==> src/rtl/snake_pkg.sv <==
// Shared types for the snake game: movement directions, FSM state encoding
// and grid geometry.
package snake_pkg;

   localparam int GRID_BITS = 4;

   typedef enum logic [1:0] {
      UP    = 2'd0,
      DOWN  = 2'd1,
      LEFT  = 2'd2,
      RIGHT = 2'd3
   } dir_t;

   typedef logic [1:0] state_t;

   localparam state_t ST_IDLE  = 2'd0;
   localparam state_t ST_CALC  = 2'd1;
   localparam state_t ST_SHIFT = 2'd2;

   // UP/DOWN and LEFT/RIGHT differ only in bit 0.
   function automatic dir_t opposite_dir(input dir_t d);
      return dir_t'(d ^ 2'b01);
   endfunction

endpackage

==> src/rtl/next_head_calc.sv <==
// Computes the head cell one step ahead in the given direction, wrapping each
// axis independently modulo the grid size.
module next_head_calc
   import snake_pkg::*;
(
   input  logic [2*GRID_BITS-1:0] i_head,
   input  dir_t                   i_dir,
   output logic [2*GRID_BITS-1:0] o_next_head
);

   logic [GRID_BITS-1:0] w_x;
   logic [GRID_BITS-1:0] w_y;

   // NOTE: every output of this block gets a default first so no latch is inferred.
   always_comb begin
      w_x = i_head[2*GRID_BITS-1:GRID_BITS];
      w_y = i_head[GRID_BITS-1:0];
      unique case (i_dir)
         UP:    w_y = i_head[GRID_BITS-1:0] - GRID_BITS'(1);
         DOWN:  w_y = i_head[GRID_BITS-1:0] + GRID_BITS'(1);
         LEFT:  w_x = i_head[2*GRID_BITS-1:GRID_BITS] - GRID_BITS'(1);
         RIGHT: w_x = i_head[2*GRID_BITS-1:GRID_BITS] + GRID_BITS'(1);
         default: ;
      endcase
      o_next_head = {w_x, w_y};
   end

endmodule

==> src/rtl/body_updater.sv <==
// Snake body register file: on each move tick computes the new head, shifts
// every segment down one slot and optionally grows the valid length.
module body_updater
   import snake_pkg::*;
#(
   parameter int                   MAX_LENGTH = 50,
   parameter logic [GRID_BITS-1:0] START_X    = 4'd8,
   parameter logic [GRID_BITS-1:0] START_Y    = 4'd8
)(
   input  logic                        clk,
   input  logic                        nrst,
   input  logic                        restart,
   input  logic                        move_tick,
   input  dir_t                        dir_in,
   input  logic                        grow,
   output logic [MAX_LENGTH-1:0][7:0]  body,
   output logic [7:0]                  curr_length,
   output logic                        full,
   output logic                        update_done
);

   localparam logic [7:0] LEN_INIT  = 8'd2;
   localparam logic [7:0] LEN_MAX   = 8'(MAX_LENGTH - 1);
   localparam logic [7:0] SEG0_INIT = {START_X, START_Y};
   localparam logic [7:0] SEG1_INIT = {START_X - GRID_BITS'(1), START_Y};
   localparam logic [7:0] SEG2_INIT = {START_X - GRID_BITS'(2), START_Y};

   state_t                       r_state;
   dir_t                         r_cur_dir;
   logic                         r_grow_pending;
   logic [7:0]                   r_length;
   logic                         r_update_done;
   logic [7:0]                   r_next_head;
   logic [MAX_LENGTH-1:0][7:0]   r_body;

   logic                         w_clear;
   logic                         w_dir_blocked;
   logic                         w_grow_now;
   logic [7:0]                   w_next_head;

   assign w_clear       = !nrst || restart;
   assign w_dir_blocked = (dir_in == opposite_dir(r_cur_dir)) && (r_length >= 8'd1);
   assign w_grow_now    = r_grow_pending || grow;

   next_head_calc u_next_head_calc (
      .i_head      (r_body[0]),
      .i_dir       (r_cur_dir),
      .o_next_head (w_next_head)
   );

   // NOTE: sequential state uses non-blocking assignments so every flop samples pre-edge values.
   always_ff @(posedge clk) begin
      if (w_clear) begin
         r_state        <= ST_IDLE;
         r_cur_dir      <= RIGHT;
         r_grow_pending <= 1'b0;
         r_length       <= LEN_INIT;
         r_update_done  <= 1'b0;
      end else begin
         r_update_done <= (r_state == ST_SHIFT);
         if (!w_dir_blocked)
            r_cur_dir <= dir_in;

         case (r_state)
            ST_IDLE: begin
               if (grow)
                  r_grow_pending <= 1'b1;
               if (move_tick)
                  r_state <= ST_CALC;
            end
            ST_CALC: begin
               if (grow)
                  r_grow_pending <= 1'b1;
               r_state <= ST_SHIFT;
            end
            ST_SHIFT: begin
               if (w_grow_now && (r_length != LEN_MAX))
                  r_length <= r_length + 8'd1;
               r_grow_pending <= 1'b0;
               r_state        <= ST_IDLE;
            end
            default: r_state <= ST_IDLE;
         endcase
      end
   end

   // NOTE: r_next_head is deliberately unreset; it is always written in CALC before SHIFT reads it.
   always_ff @(posedge clk) begin
      if (r_state == ST_CALC)
         r_next_head <= w_next_head;
   end

   // The body array is reset in full because slots past the tail are visible on the port.
   always_ff @(posedge clk) begin
      if (w_clear) begin
         r_body    <= '0;
         r_body[0] <= SEG0_INIT;
         r_body[1] <= SEG1_INIT;
         r_body[2] <= SEG2_INIT;
      end else if (r_state == ST_SHIFT) begin
         for (int i = 1; i < MAX_LENGTH; i++)
            r_body[i] <= r_body[i-1];
         r_body[0] <= r_next_head;
      end
   end

   assign body        = r_body;
   assign curr_length = r_length;
   assign full        = (r_length == LEN_MAX);
   assign update_done = r_update_done;

endmodule

==> config.mk <==
export PLATFORM = sky130hd
export DESIGN_NAME = body_updater
export DESIGN_NICKNAME = d
export VERILOG_FILES = /design/src/rtl/snake_pkg.sv /design/src/rtl/next_head_calc.sv /design/src/rtl/body_updater.sv
export SDC_FILE = /design/constraint.sdc
export NUM_CORES = 1
export LEC_CHECK = 0
export CAP_MARGIN = 5
export CORE_AREA = 2 2 163 165
export CTS_BUF_LIST = sky130_fd_sc_hd__clkbuf_2 sky130_fd_sc_hd__clkbuf_4 sky130_fd_sc_hd__clkbuf_8
export DETAILED_ROUTE_END_ITERATION = 8
export DIE_AREA = 0 0 165 167
export DONT_BUFFER_PORTS = 1
export PLACE_DENSITY = 0.76
export SLEW_MARGIN = 20
export SYNTH_ARGS = -nofsm -noshare
export SYNTH_HDL_FRONTEND = slang
export SYNTH_SLANG_ARGS = --single-unit
==> constraint.sdc <==
create_clock -name clk -period 2.3 [get_ports clk]
set_input_delay 0.345 -clock clk [delete_from_list [all_inputs] [get_ports clk]]
set_output_delay 0.345 -clock clk [all_outputs]
set_load 0.005 [all_outputs]
==> reports/summary.txt <==
crit path cell chain -> nor4_1 -> and2_1
GRT Total Usage -> 0.217
sequential area share after synthesis -> 0.638
First-pass DRT Iterations -> 5
critical path arrival -> 1.77 ns
Wirelength per Cell -> 22.8 µm
minimum clock period after layout -> 2.11 ns
overall power -> 0.0144 W
fin nets -> 1,043
Relative slew margins -> 0.510
crit path capture type -> output port
Finished Core Util -> 0.587
worst r2r path cells -> 5
Fillers -> 2,038
CTS tree -> done
metal2 WL -> 15.4 mm
EDFF count, synth -> 8
reg2reg start -> r_cur_dir[1]$_SDFFE_PP1N_
Synth area leader -> dfxtp_1
CORE AREA -> 25,800 µm²
CP startpoint kind -> flop
largest cells by area after synthesis -> dfxtp_1 62%, a22o_1 26%, buf_4 2.4%
synthesized flop and latch total -> 422
hpwl dp -> 21.6 mm
Metal-1 WL -> 12.0 mm
Setup TNS Final -> 0 ns
Slew Viols, Final -> 0
maximum vdd drop -> 893 µV
ys async rst share -> 0
Sink Count -> 422
worst min path class -> in2reg
P per Cell Area -> 953 nW/µm²
Sequential Area -> 8530 µm²
layout cell share with drive strength beyond 1 -> 0.137
setup slack, reg-to-reg -> 0.20 ns
vias in the first global route -> 8,323
FP Rows -> 59
CP startpoint -> curr_length[2]$_SDFFE_PP0P_
Synth warnings -> 0
Max stage delay on crit path -> 0.56 ns
leakage -> 5.86 nW
final hold vios -> 0
final worst-path cycle share -> 0.918
final cell count without fillers -> 1,412
via/cell ratio -> 6.23
antenna violations before repair -> 0
r2r endpoint -> r_next_head[3]$_DFFE_PN_
Post-CTS Setup Bufs -> 0
area grow syn2layout -> 13.1%
synthesized cell area -> 13,400 µm²
placed insts -> 1,289
Fmax achieved -> 473 MHz
CP Max Fanout -> 6
Critical Path Sink -> full
Setup CP Type -> reg2out
Post-Syn Instances -> 1,022
CTS buffer count -> 67
Initial Util -> 0.519
GRT overflow -> 0
H-Tree Depth -> 3
# port buffers -> 0
Syn Area/Cell -> 13.1 µm²
Synth top area share -> 0.620
predominant post-synthesis flop cell -> dfxtp_1
width of the chip -> 165 µm
Via Count -> 8,790
I/O Pins -> 417
Slew @ Worst Pin -> 0.733 ns
number of gates resized after cts -> 0
Synth top cells by count -> 414 x dfxtp_1, 391 x a22o_1, 47 x buf_2, 42 x buf_4
RSZ-0062 raised after global routing -> no
syn_nets -> 1,038
crit path max-delay cell type -> nor4_1
root buf cell -> clkbuf_8
post-synth cell types -> 46
final setup vio count -> 0
Max Used Layer -> met4
WHS -> 0.104 ns
status -> complete, no violations
Die Ht -> 167 µm
Worst Path Required -> 1.96 ns
Iteration-0 DRC Markers -> 615
antenna diode count -> 0
WL met3 -> 3.65 mm
WL final -> 32.2 mm
RD Place Congestion -> 0.832
Max Cap Viol -> 0
most common cell in the netlist -> dfxtp_1
footprint of the multi-input gates -> 4260 µm²
largest net degree at the start of global routing -> 82
Worst-path clk slew -> 0.06 ns
worst-skew pair later-pin latency -> 0.58 ns
first-pass GRT wire length -> 47.8 mm
CTS max path bufs -> 3
DR DRC count -> 0
ANT nets after route -> 0
clk_skew -> 0.0430 ns
die area -> 27,600 µm²
[worst min path at each step]
stage / from / end / slack, ns / cells past startpoint
after floorplan: r_next_head[3]$_DFFE_PN_ / body[3]$_SDFFE_PP1P_ / 0.43 / 1
after global placement: r_next_head[0]$_DFFE_PN_ / body[0]$_SDFFE_PP0P_ / 0.44 / 1
after detailed placement: r_next_head[2]$_DFFE_PN_ / body[2]$_SDFFE_PP0P_ / 0.45 / 1
after CTS: restart / r_cur_dir[1]$_SDFFE_PP1N_ / 0.07 / 3
after global routing: restart / r_cur_dir[1]$_SDFFE_PP1N_ / 0.09 / 3
final: restart / r_cur_dir[1]$_SDFFE_PP1N_ / 0.10 / 3
[placed cells by master (no fill, tap or decap), drive strengths merged, types with 8 or more instances in the layout]
| cell | Yosys | layout |
|---|---|---|
| a21oi | 9 | 9 |
| a22o | 391 | 391 |
| buf | 89 | 23 |
| clkbuf | 2 | 100 |
| dfxtp | 414 | 414 |
| edfxtp | 8 | 8 |
| inv | 7 | 12 |
| nand2 | 9 | 9 |
| nor2 | 10 | 10 |
| o22a | 9 | 9 |
[where the power goes]
| part | switching (W) | total (W) | leakage [nW] | internal [W] |
|---|---|---|---|---|
| Sequential | 0.00000839 | 0.00735 | 3.40 | 0.00734 |
| Clock | 0.00287 | 0.00683 | 0.778 | 0.00395 |
| Combinational | 0.000158 | 0.000220 | 1.68 | 0.0000612 |
| Total | 0.00304 | 0.0144 | 5.86 | 0.0114 |
[worst max-delay path: cells and delay by family, from the launching register on]
family	cells	cell delay, ns
simple gates	2	0.81
flops	1	0.38
[cell type report]
cell class              count  area share
inverters                   7     0.00224
multi-input cells         502       0.282
repair buffers             27      0.0257
clock inverters            19      0.0137
well taps                 335      0.0277
clock buffers             100      0.0849
flip-flops and latches    422       0.564
[cells by family after synthesis]
logic type | synth area share
AO/OA/AOI/OAI | 0.276
XOR/XNOR | 0.00328
adder cells (fa/ha/maj) | 0.00955
buffers and inverters | 0.0437
flip-flops | 0.638
multiplexers | 0.00618
AND/OR/NAND/NOR | 0.0234
[stage by stage]
step / area, µm² / worst slack (ns)
3_5_place_dp: 13600 / 0.256
3_3_place_gp: 13600 / 0.382
6_report: 15100 / 0.188
2_1_floorplan: 13400 / 0.115
4_1_cts: 15100 / 0.172
5_1_grt: 15100 / 0.0652
[sequential cells by signal (all words and copies together) (netlist names)]
signal / flops
r_cur_dir: 2
r_next_head: 8
curr_length: 8
update_done: 1
r_grow_pending: 1
body: 400
r_state: 2
[per-layer routing]
| metal | GRT usage | vias to the layer above |
|---|---|---|
| li1 | - | 3977 |
| met1 | 0.240 | 4275 |
| met2 | 0.351 | 460 |
| met3 | 0.0971 | 78 |
| met4 | 0.112 | 0 |
| met5 | 0 | - |
[what timing repair did]
item | CTS | global route
endpoints found under the setup margin | 0 | 0
hold buffers | 4 | 0
endpoints found under the hold margin | 4 | 0
(Power assumes the default switching activity.)
